===== src/rtl/seg_pkg.sv =====
// Shared constants for the seven-segment display driver: active-low segment
// patterns (bit order g,f,e,d,c,b,a) and digit counts.
package seg_pkg;

    localparam int NUM_DIGITS = 6;
    // Digits that carry a code from the input word; the top digit is always blank.
    localparam int NUM_CODED  = 5;

    localparam logic [6:0] SEG_0     = 7'h40;
    localparam logic [6:0] SEG_1     = 7'h79;
    localparam logic [6:0] SEG_2     = 7'h24;
    localparam logic [6:0] SEG_3     = 7'h30;
    localparam logic [6:0] SEG_4     = 7'h19;
    localparam logic [6:0] SEG_5     = 7'h12;
    localparam logic [6:0] SEG_6     = 7'h02;
    localparam logic [6:0] SEG_7     = 7'h78;
    localparam logic [6:0] SEG_8     = 7'h00;
    localparam logic [6:0] SEG_9     = 7'h10;
    localparam logic [6:0] SEG_MINUS = 7'h3F;
    localparam logic [6:0] SEG_BLANK = 7'h7F;

endpackage


===== src/rtl/seg_decoder.sv =====
// Combinational digit-code to active-low segment pattern decoder.
// Codes 0-9 are numerals, A is a minus sign, B-F are blank.
module seg_decoder
    import seg_pkg::*;
(
    input  logic [3:0] code,
    output logic [6:0] pattern
);

    always_comb begin
        pattern = SEG_BLANK;
        case (code)
            4'h0:    pattern = SEG_0;
            4'h1:    pattern = SEG_1;
            4'h2:    pattern = SEG_2;
            4'h3:    pattern = SEG_3;
            4'h4:    pattern = SEG_4;
            4'h5:    pattern = SEG_5;
            4'h6:    pattern = SEG_6;
            4'h7:    pattern = SEG_7;
            4'h8:    pattern = SEG_8;
            4'h9:    pattern = SEG_9;
            4'hA:    pattern = SEG_MINUS;
            default: pattern = SEG_BLANK;
        endcase
    end

endmodule


===== src/rtl/seg_ctrl.sv =====
// Time-multiplexed 6-digit common-anode seven-segment scanner.
// Optional build macro LEAD_ZERO_BLANK_EN blanks leading zero digits.
module seg_ctrl
    import seg_pkg::*;
#(
    parameter int SCAN_DIV = 50000,
    parameter int DP_POS   = 1
) (
    input  logic                  clk,
    input  logic                  rst_n,
    input  logic [19:0]           dout,
    output logic [NUM_DIGITS-1:0] dis_sel,
    output logic [7:0]            dis_seg
);

    localparam int              CNT_W   = (SCAN_DIV > 1) ? $clog2(SCAN_DIV) : 1;
    localparam logic [CNT_W-1:0] CNT_MAX = CNT_W'(SCAN_DIV - 1);
    localparam logic [2:0]      IDX_MAX = 3'(NUM_DIGITS - 1);
    // Lowest digit eligible for leading-zero suppression: never the dp digit or below.
    localparam int              BLANK_LO = (DP_POS < NUM_DIGITS) ? DP_POS + 1 : 1;

    logic [CNT_W-1:0]      cnt_reg, cnt_next;
    logic [2:0]            idx_reg, idx_next;
    logic [NUM_DIGITS-1:0] sel_reg, sel_next;
    logic [7:0]            seg_reg, seg_next;

    logic [3:0]            code [0:NUM_CODED-1];
    logic [6:0]            pat  [0:NUM_CODED-1];
    logic [NUM_CODED-1:0]  supp;
    logic [6:0]            cur_pat;
    logic                  dp_lit;

    genvar gi;
    generate
        for (gi = 0; gi < NUM_CODED; gi++) begin : g_dec
            assign code[gi] = dout[4*gi +: 4];
            seg_decoder u_dec (
                .code    (code[gi]),
                .pattern (pat[gi])
            );
        end
    endgenerate

`ifdef LEAD_ZERO_BLANK_EN
    // Walk down from the top digit while everything above is zero or blank.
    logic clear_above;
    always_comb begin
        supp        = '0;
        clear_above = 1'b1;
        for (int i = NUM_CODED - 1; i >= 1; i--) begin
            if (i >= BLANK_LO && code[i] == 4'h0 && clear_above)
                supp[i] = 1'b1;
            clear_above = clear_above && (code[i] == 4'h0 || code[i] >= 4'hB);
        end
    end
`else
    assign supp = '0;
`endif

    always_ff @(posedge clk) begin
        if (rst_n) begin
            cnt_reg <= '0;
            idx_reg <= '0;
            sel_reg <= '1;
            seg_reg <= 8'hFF;
        end else begin
            cnt_reg <= cnt_next;
            idx_reg <= idx_next;
            sel_reg <= sel_next;
            seg_reg <= seg_next;
        end
    end

    always_comb begin
        cnt_next = cnt_reg + 1'b1;
        idx_next = idx_reg;
        if (cnt_reg == CNT_MAX) begin
            cnt_next = '0;
            idx_next = (idx_reg == IDX_MAX) ? 3'd0 : idx_reg + 3'd1;
        end
    end

    // Outputs follow the current index and live dout, registered one cycle later.
    always_comb begin
        sel_next = ~(NUM_DIGITS'(1) << idx_reg);
        cur_pat  = SEG_BLANK;
        for (int i = 0; i < NUM_CODED; i++) begin
            if (idx_reg == 3'(i))
                cur_pat = supp[i] ? SEG_BLANK : pat[i];
        end
        dp_lit   = (DP_POS < NUM_DIGITS) && (int'(idx_reg) == DP_POS) && (cur_pat != SEG_BLANK);
        seg_next = {~dp_lit, cur_pat};
    end

    assign dis_sel = sel_reg;
    assign dis_seg = seg_reg;

endmodule


===== config.mk =====
export PLATFORM = sky130hd
export DESIGN_NAME = seg_ctrl
export DESIGN_NICKNAME = d
export VERILOG_FILES = /design/src/rtl/seg_pkg.sv /design/src/rtl/seg_decoder.sv /design/src/rtl/seg_ctrl.sv
export SDC_FILE = /design/constraint.sdc
export NUM_CORES = 1
export LEC_CHECK = 0
export ABC_AREA = 1
export CAP_MARGIN = 20
export CORE_ASPECT_RATIO = 1.4
export CORE_MARGIN = 2
export CORE_UTILIZATION = 49
export CTS_BUF_LIST = sky130_fd_sc_hd__clkbuf_16
export DETAILED_ROUTE_END_ITERATION = 8
export PLACE_DENSITY = 0.72
export REMOVE_ABC_BUFFERS = 1
export SLEW_MARGIN = 20
export SYNTH_ARGS = -nofsm -noshare
export SYNTH_HDL_FRONTEND = slang
export SYNTH_HIERARCHICAL = 1
export SYNTH_SLANG_ARGS = --single-unit

===== constraint.sdc =====
create_clock -name clk -period 3.6 [get_ports clk]
set_input_delay 0.36 -clock clk [delete_from_list [all_inputs] [get_ports clk]]
set_output_delay 0.36 -clock clk [all_outputs]
set_load 0.005 [all_outputs]

==> qor.csv <==
metric;value;unit
synth_area_leaders;dfxtp_1, nand2_1, ha_1;
num_antenna_cells;0;
p_per_area;295;nW/um^2
syn_area_per_cell;6.54;sq um
firstDrtPassIters;4;
start_util;50.9;%
met2_wirelength;3070;um
r2r_start;idx_reg[2]$_SDFFE_PP0P_;
maxSlewHeadroom;66.0;%
cts_tree;yes;
numPortBuffers;35;
layout_setup_ws;1.52;ns
track_usage;18.6;%
rsz0062_at_grt;no;
max_freq;0.480;GHz
wl;5440;um
synth-xor-area-share;1.86;%
p_leak;1.61;nW
hold_depth;1;
yosysTopAreaCell;dfxtp_1;
ys_warn_count;6;
preCtsSetupSlack;1.23;ns
whs;0.443;ns
place.gp.congestion;0.843;
clock_path_buffers;2;
area.growth.synth_to_final;16.8;%
dpl.hpwl;4530;um
synth_top_area_share;23.3;%
ff2ff_path_depth;10;
cap_violations;0;
hold_path.class;flop to flop;
largest_reg_flops;16;
worstMarginPinSlew;0.508;ns
grt_max_degree;21;
wl_met3;100;um
synth_fa_ha_area_share;11.9;%
num_vias;2617;
crit_type;input pin to flop;
cts-root-buf;clkbuf_16;
seq_area_frac_synth;23.3;%
ios;36;
critPathLaunch;dout[1];
final_cell_mix;nand2_1, inv_1, nand3_1;
synth_compound_area_share;10.0;%
htree_levels;2;
ant_nets;0;
cp.required;3.77;ns
setup-violations-final;0;
path_max_fanout;5;
wl_met1;2150;um
grt_antenna_before_repair;0;
slew_viol_final;0;
fin_setup_tns;0;ns
cts.sinks;33;
post_cts_resized;0;
cts_hold_buf;0;
ir_drop;0.162;mV
cts_buffers;5;
post-cts-setup-buffers;0;
drive_above_1_share;11.0;%
muxShareOfSynthArea;0;%
instances_no_fill;532;
top_layer_used;met4;
cts.clk_slew.worst_paths;0.05;ns
drcViolationCount;0;
synth_area;2830;sq um
synth-simple-area-share;39.7;%
dieWidth;68.3;um
final_common_cell;nand2_1;
num_rows;32;
worstSetupStartpointType;input pin;
die_h;94.0;um
grt_pass1_vias;2368;
end_kind;flop;
worstPathArrival;2.26;ns
period_share;57.9;%
period_minus_slack;2.08;ns
dp.cells;524;
skew;0.00323;ns
grt-ovfl-total;0;
nFillCells;551;
synth_cell_types;36;
hold_start;cnt_reg[0]$_SDFF_PP0_;
grt_first_pass_wirelength;9290;um
syn_inst;433;
core-area;5570;sq um
routed_via_density;4.92;
hold_violations;0;
status;finished clean;
layout.nets;512;
wl_per_cell;10.2;um
drt_iter0_markers;57;
clk_latency;0.28;ns
synth_top_family_by_area;simple AND/OR/NAND/NOR gates;
synth-seq-cells;33;
die_area;6410;sq um
## power breakdown
part           switching [W]  internal [W]  leakage [nW]
Sequential        0.00000377      0.000375         0.269
Combinational       0.000110     0.0000850          1.28
Clock               0.000151      0.000253        0.0696
## worst max-delay path, cell delays in order
cell,delay (ns)
clkdlybuf4s50_1,0.61
inv_1,0.12
ha_1,0.29
nand2_1,0.06
nand3_1,0.12
nand2_1,0.05
nand3b_1,0.15
nand3_1,0.12
nand2_1,0.07
nand2_1,0.08
nand2_1,0.05
nand2_1,0.05
nor2_1,0.04
nand2_1,0.06
nand2_1,0.04
## synth_stat cells (all sizes together)
cell type / n
nand2: 139
inv: 65
nand3: 48
dfxtp: 33
nor2: 33
ha: 27
o21ai: 24
a21oi: 15
buf: 11
nand3b: 6
nor3: 6
clkinv: 4
or2: 4
xor2: 4
nand4: 3
nor3b: 2
nor4: 2
xnor2: 2
a21boi: 1
a31oi: 1
and3: 1
clkbuf: 1
o21a: 1
## per-layer routing
metal | vias up | GRT usage, %
met2 | 30 | 37.5
met1 | 1167 | 17.1
met5 | - | 0
met4 | 0 | 9.67
met3 | 8 | 1.80
li1 | 1412 | -
## path summary, 6_finish.rpt
path / endpoint / slack [ns]
setup / recovery: dis_seg[7]$_SDFF_PP1_ / 1.52
hold / removal: cnt_reg[0]$_SDFF_PP0_ / 0.44
setup reg to reg: dis_seg[7]$_SDFF_PP1_ / 1.82
hold reg to reg: cnt_reg[0]$_SDFF_PP0_ / 0.44
## kinds of logic (layout without fill, tap and decap cells)
group | count (synthesis) | count (layout)
XOR/XNOR | 6 | 6
buffers and inverters | 81 | 112
AO/OA/AOI/OAI | 42 | 42
AND/OR/NAND/NOR | 244 | 244
flip-flops | 33 | 33
adder cells (fa/ha/maj) | 27 | 27
## stage by stage
stage                     total power (W)  utilization [%]  area (sq um)
final                            0.000978             59.5          3310
after global routing              0.00102             59.5          3310
after CTS                        0.000988             59.5          3310
after detailed placement         0.000584             56.9          3170
after global placement           0.000580             56.9          3170
after floorplan                  0.000503                -          2730
## cell type report
cell class                 instances  area (sq um)  area share, %
clock inverter                     3          17.5          0.529
tap                               68          85.1           2.57
inverter                          69           272           8.20
clock buffer                       5           125           3.78
multi-input combinational        319          1800           54.4
timing repair buffer              35           350           10.6
sequential                        33           661           20.0
Power figures use the tool's default switching activity.
